### src/rtl/nco_pkg.sv
// Shared constants, state encodings and the shift/saturate helper for the NCO mixer/integrator.
package nco_pkg;
    localparam int NCO_W = 18;
    localparam int NCH   = 4;
    localparam int NSTEP = 2 * NCH;

    typedef enum logic [1:0] {MAC_IDLE, MAC_RUN, MAC_FLUSH} mac_state_t;
    typedef enum logic {OUT_EMPTY, OUT_SEND} out_state_t;

    // Step k multiplies by term k: even k = cos, odd k = sin, of channel k/2
    typedef logic [2:0] mac_step_t;
    localparam mac_step_t STEP_LAST = mac_step_t'(NSTEP - 1);

    function automatic logic signed [63:0] sat_shift(input logic signed [63:0] acc,
                                                     input int shift, input int out_w);
        logic signed [63:0] sh;
        logic signed [63:0] hi;
        logic signed [63:0] lo;
        logic signed [63:0] res;
        sh = acc >>> shift;
        hi = (64'sd1 <<< (out_w - 1)) - 64'sd1;
        lo = -(64'sd1 <<< (out_w - 1));
        if (sh > hi)
            res = hi;
        else if (sh < lo)
            res = lo;
        else
            res = sh;
        return res;
    endfunction
endpackage

### src/rtl/nco_iq_out_fifo4.sv
// Holds one frame's 8 integrated values and streams them as 4 (I,Q) beats under valid/ready.
//   state     | meaning
//   OUT_EMPTY | no snapshot held; a frame end loads one
//   OUT_SEND  | beat out_ch presented; advances on out_valid & out_ready
module nco_iq_out_fifo4 #(
    parameter int ACC_W     = 44,
    parameter int OUT_W     = 24,
    parameter int OUT_SHIFT = 20
) (
    input  logic                    ck,
    input  logic                    rst,
    input  logic                    load,
    input  logic signed [ACC_W-1:0] acc_i [nco_pkg::NCH],
    input  logic signed [ACC_W-1:0] acc_q [nco_pkg::NCH],
    input  logic                    out_ready,
    output logic                    out_valid,
    output logic [1:0]              out_ch,
    output logic signed [OUT_W-1:0] out_i,
    output logic signed [OUT_W-1:0] out_q,
    output logic                    frame_drop
);
    import nco_pkg::*;

    out_state_t              state;
    logic signed [ACC_W-1:0] snap_i [NCH];
    logic signed [ACC_W-1:0] snap_q [NCH];
    logic [1:0]              ch_next;

    function automatic logic signed [OUT_W-1:0] sat_out(input logic signed [ACC_W-1:0] a);
        return OUT_W'(sat_shift(64'(a), OUT_SHIFT, OUT_W));
    endfunction

    assign ch_next = out_ch + 2'd1;

    always_ff @(posedge ck or posedge rst) begin
        if (rst) begin
            state      <= OUT_EMPTY;
            out_valid  <= 1'b0;
            out_ch     <= '0;
            out_i      <= '0;
            out_q      <= '0;
            frame_drop <= 1'b0;
            for (int k = 0; k < NCH; k++) begin
                snap_i[k] <= '0;
                snap_q[k] <= '0;
            end
        end else begin
            case (state)
                OUT_EMPTY: begin
                    if (load) begin
                        for (int k = 0; k < NCH; k++) begin
                            snap_i[k] <= acc_i[k];
                            snap_q[k] <= acc_q[k];
                        end
                        out_ch    <= '0;
                        out_i     <= sat_out(acc_i[0]);
                        out_q     <= sat_out(acc_q[0]);
                        out_valid <= 1'b1;
                        state     <= OUT_SEND;
                    end
                end
                OUT_SEND: begin
                    // A frame ending while the snapshot is still draining is lost, not queued
                    if (load)
                        frame_drop <= 1'b1;
                    if (out_ready) begin
                        if (out_ch == 2'(NCH - 1)) begin
                            state     <= OUT_EMPTY;
                            out_valid <= 1'b0;
                            out_ch    <= '0;
                            out_i     <= '0;
                            out_q     <= '0;
                        end else begin
                            out_ch <= ch_next;
                            out_i  <= sat_out(snap_i[ch_next]);
                            out_q  <= sat_out(snap_q[ch_next]);
                        end
                    end
                end
                default: state <= OUT_EMPTY;
            endcase
        end
    end
endmodule

### src/rtl/nco_mix_accum_4ch.sv
// Mixes each audio sample with four NCO phasors through one shared multiplier and integrates per frame.
//   state     | meaning
//   MAC_IDLE  | waiting for sample_valid
//   MAC_RUN   | step k: prod <= x*term[k], acc[k-1] += previous prod
//   MAC_FLUSH | acc[7] += last prod, advance sample count, frame end on wrap
module nco_mix_accum_4ch #(
    parameter int SAMPLE_W  = 16,
    parameter int NCO_W     = nco_pkg::NCO_W,
    parameter int FRAME_LEN = 1024,
    parameter int ACC_W     = SAMPLE_W + NCO_W + $clog2(FRAME_LEN),
    parameter int OUT_W     = 24,
    parameter int OUT_SHIFT = 20
) (
    input  logic                       ck,
    input  logic                       rst,
    input  logic                       sample_valid,
    input  logic signed [SAMPLE_W-1:0] sample,
    input  logic signed [NCO_W-1:0]    cos0,
    input  logic signed [NCO_W-1:0]    cos1,
    input  logic signed [NCO_W-1:0]    cos2,
    input  logic signed [NCO_W-1:0]    cos3,
    input  logic signed [NCO_W-1:0]    sin0,
    input  logic signed [NCO_W-1:0]    sin1,
    input  logic signed [NCO_W-1:0]    sin2,
    input  logic signed [NCO_W-1:0]    sin3,
    output logic                       busy,
    output logic                       out_valid,
    input  logic                       out_ready,
    output logic [1:0]                 out_ch,
    output logic signed [OUT_W-1:0]    out_i,
    output logic signed [OUT_W-1:0]    out_q,
    output logic                       overrun,
    output logic                       frame_drop
);
    import nco_pkg::*;

    localparam int PROD_W = SAMPLE_W + NCO_W;
    localparam int CNT_W  = $clog2(FRAME_LEN);

    mac_state_t                 state;
    mac_step_t                  step;
    logic signed [SAMPLE_W-1:0] x_reg;
    logic signed [NCO_W-1:0]    term [NSTEP];
    logic signed [PROD_W-1:0]   prod;
    logic signed [ACC_W-1:0]    acc [NSTEP];
    logic [CNT_W-1:0]           cnt;

    logic signed [PROD_W-1:0]   prod_next;
    logic signed [ACC_W-1:0]    prod_ext;
    logic signed [ACC_W-1:0]    acc_fin_i [NCH];
    logic signed [ACC_W-1:0]    acc_fin_q [NCH];
    logic                       frame_end;

    // The only multiplier in the block
    assign prod_next = x_reg * term[step];
    assign prod_ext  = {{(ACC_W - PROD_W){prod[PROD_W-1]}}, prod};
    assign frame_end = (state == MAC_FLUSH) && (cnt == CNT_W'(FRAME_LEN - 1));

    // Snapshot view: the last sin accumulator already includes the product being flushed
    always_comb begin
        for (int ch = 0; ch < NCH; ch++) begin
            acc_fin_i[ch] = acc[2*ch];
            acc_fin_q[ch] = acc[2*ch + 1];
        end
        acc_fin_q[NCH-1] = acc[NSTEP-1] + prod_ext;
    end

    always_ff @(posedge ck or posedge rst) begin
        if (rst) begin
            state   <= MAC_IDLE;
            step    <= '0;
            x_reg   <= '0;
            prod    <= '0;
            cnt     <= '0;
            busy    <= 1'b0;
            overrun <= 1'b0;
            for (int k = 0; k < NSTEP; k++) begin
                term[k] <= '0;
                acc[k]  <= '0;
            end
        end else begin
            case (state)
                MAC_IDLE: begin
                    if (sample_valid) begin
                        x_reg   <= sample;
                        term[0] <= cos0;
                        term[1] <= sin0;
                        term[2] <= cos1;
                        term[3] <= sin1;
                        term[4] <= cos2;
                        term[5] <= sin2;
                        term[6] <= cos3;
                        term[7] <= sin3;
                        step    <= '0;
                        busy    <= 1'b1;
                        state   <= MAC_RUN;
                    end
                end
                MAC_RUN: begin
                    prod <= prod_next;
                    if (step != '0)
                        acc[step - 3'd1] <= acc[step - 3'd1] + prod_ext;
                    if (step == STEP_LAST)
                        state <= MAC_FLUSH;
                    step <= step + 3'd1;
                end
                MAC_FLUSH: begin
                    cnt   <= cnt + CNT_W'(1);
                    busy  <= 1'b0;
                    state <= MAC_IDLE;
                    if (frame_end) begin
                        for (int k = 0; k < NSTEP; k++)
                            acc[k] <= '0;
                    end else begin
                        acc[NSTEP-1] <= acc[NSTEP-1] + prod_ext;
                    end
                end
                default: state <= MAC_IDLE;
            endcase
            if (sample_valid && state != MAC_IDLE)
                overrun <= 1'b1;
        end
    end

    nco_iq_out_fifo4 #(
        .ACC_W     (ACC_W),
        .OUT_W     (OUT_W),
        .OUT_SHIFT (OUT_SHIFT)
    ) u_out (
        .ck         (ck),
        .rst        (rst),
        .load       (frame_end),
        .acc_i      (acc_fin_i),
        .acc_q      (acc_fin_q),
        .out_ready  (out_ready),
        .out_valid  (out_valid),
        .out_ch     (out_ch),
        .out_i      (out_i),
        .out_q      (out_q),
        .frame_drop (frame_drop)
    );
endmodule

### config.mk
export PLATFORM = sky130hd
export DESIGN_NAME = nco_mix_accum_4ch
export DESIGN_NICKNAME = d
export VERILOG_FILES = /design/src/rtl/nco_pkg.sv /design/src/rtl/nco_iq_out_fifo4.sv /design/src/rtl/nco_mix_accum_4ch.sv
export SDC_FILE = /design/constraint.sdc
export NUM_CORES = 2
export LEC_CHECK = 0
export ABC_AREA = 1
export ABC_CLOCK_PERIOD_IN_PS = 30900
export CAP_MARGIN = 30
export CELL_PAD_IN_SITES_DETAIL_PLACEMENT = 0
export CELL_PAD_IN_SITES_GLOBAL_PLACEMENT = 1
export CORE_MARGIN = 1
export CORE_UTILIZATION = 50
export CTS_CLUSTER_SIZE = 8
export DETAILED_ROUTE_END_ITERATION = 6
export HOLD_SLACK_MARGIN = 0.12
export PLACE_DENSITY = 0.84
export SETUP_SLACK_MARGIN = 0.2
export SLEW_MARGIN = 25
export SYNTH_ARGS = -nofsm -noshare
export SYNTH_HDL_FRONTEND = slang
export SYNTH_HIERARCHICAL = 1
export SYNTH_SLANG_ARGS = --single-unit
### constraint.sdc
create_clock -name ck -period 30.9 [get_ports ck]
set_input_delay 6.18 -clock ck [delete_from_list [all_inputs] [get_ports ck]]
set_output_delay 6.18 -clock ck [all_outputs]
set_load 0.01 [all_outputs]
Word level (Yosys, flattened, before mapping)

Cells that the tools add are included.

Word-level logic and storage cells: 145
Output and inout bits: 54
Flip-flop bits (word level): 968

Add/sub/neg operators: 6
Multiply operators: 1
Reductions and logical operators: 19
Magnitude comparators: 12
Muxes and demuxes: 54
Equality and inequality tests: 12
Bitwise logic cells: 4

Operators by type and width:

| kind                                               | number |
|---|---|
| case mux 352 bit (2 select lines)                  | 1 |
| bitwise mux 352 bit                                | 1 |
| two-way mux 352 bit                                | 1 |
| two-way mux 44 bit                                 | 8 |
| two-way mux 24 bit                                 | 14 |
| two-way mux 308 bit                                | 1 |
| binary-select mux 44 bit (select 2 bit)            | 2 |
| binary-select mux 44 bit (select 3 bit)            | 1 |
| demux 44 bit (select 3 bit)                        | 1 |
| > comparator 24 bit, second input constant         | 4 |
| less-than comparator 24 bit, second input constant | 4 |
| case mux 24 bit (2 select lines)                   | 2 |
| adder 44 x 34 -> 44 bit                            | 2 |
| binary-select mux 18 bit (select 3 bit)            | 1 |
| two-way mux 18 bit                                 | 2 |
| multiplier 16 x 18 -> 34 bit                       | 1 |
| AND reduction 2 bit                                | 8 |
| inequality test 2 bit, second input constant       | 7 |
| adder 10 x 1 -> 10 bit, second input constant      | 1 |
| equality test 10 bit, second input constant        | 1 |
| two-way mux 2 bit                                  | 5 |
| >= comparator 4 bit, second input constant         | 2 |
| inverter 3 -> 4 bit                                | 2 |
| case mux 2 bit (2 select lines)                    | 2 |
| other kinds (19)                                   | 34 |

Depth between registers and ports, before layout

Word-level depth: 11
Depth in mapped cells: 33

Modules after synthesis

The synthesis kept the hierarchy.

Modules (own cells, without submodules):

| module            | cells an instance | times used | sequential area each (µm²) | area an instance (µm²) |
|---|---|---|---|---|
| nco_mix_accum_4ch | 5591              | 1          | 14088.5                    | 43296.5 |
| nco_iq_out_fifo4  | 1464              | 1          | 6130.9                     | 11374.7 |

Worst setup path after synthesis

OpenSTA, ideal clock, no wires.

Kind: input to register
Start point: in sample_valid
End point: reg term[17] in the netlist's numbering
Data required time: 30.775 ns
Arrival time: 7.269 ns
Library setup time: 0.125 ns
Setup slack: 23.507 ns
Stages: 4
Cells stage by stage: nand2_1 > clkbuf_1 > clkbuf_1 > mux2_2

Longest elaborated chain between the ends: 1

Ends and longest elaborated chain:

| item                                 | line                    | source |
|---|---|---|
| start, declared                      | nco_mix_accum_4ch.sv:16 | `input logic sample_valid,` |
| AND reduction 2 bit (no source line) | -                       |  |
| end, declared                        | nco_mix_accum_4ch.sv:43 | `logic signed [NCO_W-1:0] term [NSTEP];` |

Every way passes these cells.
A chain may end at the register's enable or synchronous reset.

==> summary.md <==
| Metric | Value |
|---|---|
| Die Y | 333 µm |
| Worst Clk Skew | 0.0271 ns |
| WHS Endpoint | u_out/snap_i[113] |
| # Max-Cap Violations | 0 |
| Pre-CTS WS | 21.44 ns |
| Synth warnings | 6 |
| Worst Setup Path Type | primary input to async pin |
| Filler cells | 10280 |
| Fraction of layout instances using a drive strength above 1 | between 5 and 6% |
| Final setup violation count | 0 |
| Reg clk slew, reported paths | around 0.050 ns |
| IO Port Bufs | 217 |
| Post-DP HPWL | around 140 mm |
| Final min period | 8.58 ns |
| Final-report hold violation count | 0 |
| Final instance area | 0.0611 mm² |
| CP max FO | 163 |
| Clock buffer depth | 3 |
| Worst Path Required | 31.53 ns |
| CTS Buf Count | 112 |
| Worst Hold Depth | 2 |
| Synthesized area | 0.0546 mm² |
| Worst-case reg-to-reg path depth | 28 |
| Worst R2R Setup Slack | 22.36 ns |
| ANT nets after route | 0 |
| Biggest register | acc |
| Core footprint | roughly 0.11 mm² |
| Via count | 48865 |
| CP Capture Type | async pin |
| Initial Util | 50.8% |
| H-tree depth | 3 |
| Synthesized net count | 7684 |
| Die area | 0.111 mm² |
| DRC viols | 0 |
| CP Launch Type | primary input |
| Antenna violations before repair | 3 |
| Inst Count DP | 8444 |
| Fmax | roughly 120 MHz |
| FF-to-FF Start | step[0] |
| CTS resizes | 0 |
| GRT busiest layer | met2 |
| Final #Nets | 7798 |
| Clk root buf | clkbuf_16 |
| Worst path arrival time | 9.20 ns |
| Clock latency on the worst-skew pair | approximately 0.7 ns |
| Post-CTS setup buffer count | 0 |
| Drt total wl | roughly 200 mm |
| DIE WIDTH | 333 µm |
| Fin Setup TNS | 0 ns |
| Vias in the first global route | 48757 |
| Slew Limit Fails | 0 |
| First-pass detailed-route iteration total | 6 |
| RSZ-0062 raised after global routing | no |
| Routed vias/inst | 5.69 |
| TritonCTS clock tree | yes |
| Met3 Track Usage GR | about 5.9% |
| GR Overflow Total | 0 |
| Cell Area, Placed | 0.0579 mm² |
| Period utilisation layout | between 20% and 30% |
| Site row count | 120 |
| Worst Min Path Start | acc[245] |
| Met1 usage | 45.3% |
| Max reg flops | 352 |
| Worst rel slew slack | between 20% and 30% |
| Status | completed |
| Post-route insts no fill | 8585 |
| Synth-to-Final Area Change | 11.9% |
| Worst r2r dst | prod[31] |
| Slew @ Worst Pin | 1.08 ns |
| Synthesized area per cell | 7.75 µm² |
| Total GRT Usage | 35.8% |
| # IOs | around 220 |
| First-pass GRT wire length | 299 mm |
| WL per Instance | 23.0 µm |
| Hold WC Path Type | register to register |
| Clk sink count | 808 |
| Post-Synthesis Cells | around 7100 |
| Pin count of the biggest net entering global routing | 221 |
| Largest registers | acc: 352 flops, term: 144 flops |
| Initial DRC count | 4473 |
| Final setup margin | 22.32 ns |
| GR Util met2 | 58.0% |
| Hold_buf cts | 0 |
| Gpl congestion | between 1 and 1.5 |
[final cells by class]
type / count / area [µm²] / area share, %
antenna: 2 / 5.00 / 0.00819
clock buffer: 124 / 2920 / 4.78
clock inverter: 6 / 120 / 0.196
inverter: 1308 / 4930 / 8.06
multi-input combinational: 4650 / 28300 / 46.3
sequential: 808 / 20200 / 33.1
tap: 1403 / 1760 / 2.87
timing repair buffer: 284 / 2880 / 4.71
[through the flow]
stage	util (%)	hold slack, ns
floorplan	-	0.453
global placement	53.7	0.462
detailed placement	53.8	0.465
CTS	56.6	0.471
global route	56.8	0.493
finish	56.8	0.473
[layout by cell type (no fill, tap or decap), types with 114 or more instances in the layout]
cell type           n
nor2_1            529
clkdlybuf4s50_1   217
dfrtp_1           806
a21oi_1           187
mux2_2            119
o22ai_1           208
o21ai_0           467
clkbuf_16         114
inv_1            1264
nand3_1           407
fa_1              292
nand2_1          1800
ha_1              177
[critical path, stage by stage]
cell             delay [ns]
clkdlybuf4s50_1        0.59
inv_8                  0.64
buf_4                  0.83
buf_12                 0.53
[metal layers]
metal  up-vias  wire length, µm
met2      2213            91200
met3       591            15200
met5         -                0
met4         0            12900
li1      22417                -
met1     23644            78300
[how the worst max path moves through the flow]
stage / start / endpoint / slack (ns) / cells after the start
CTS: rst / term[97] / 22.19 / 4
global route: rst / step[0] / 21.93 / 4
floorplan: rst / acc[0] / 8.97 / 1
global placement: rst / term[100] / 21.49 / 4
finish: rst / x_reg[5] / 22.32 / 4
detailed placement: rst / term[122] / 21.44 / 4
Power is left out: the tool's default activity adds up to more than one toggle a clock period on the data nets, which glitch-free logic cannot reach.
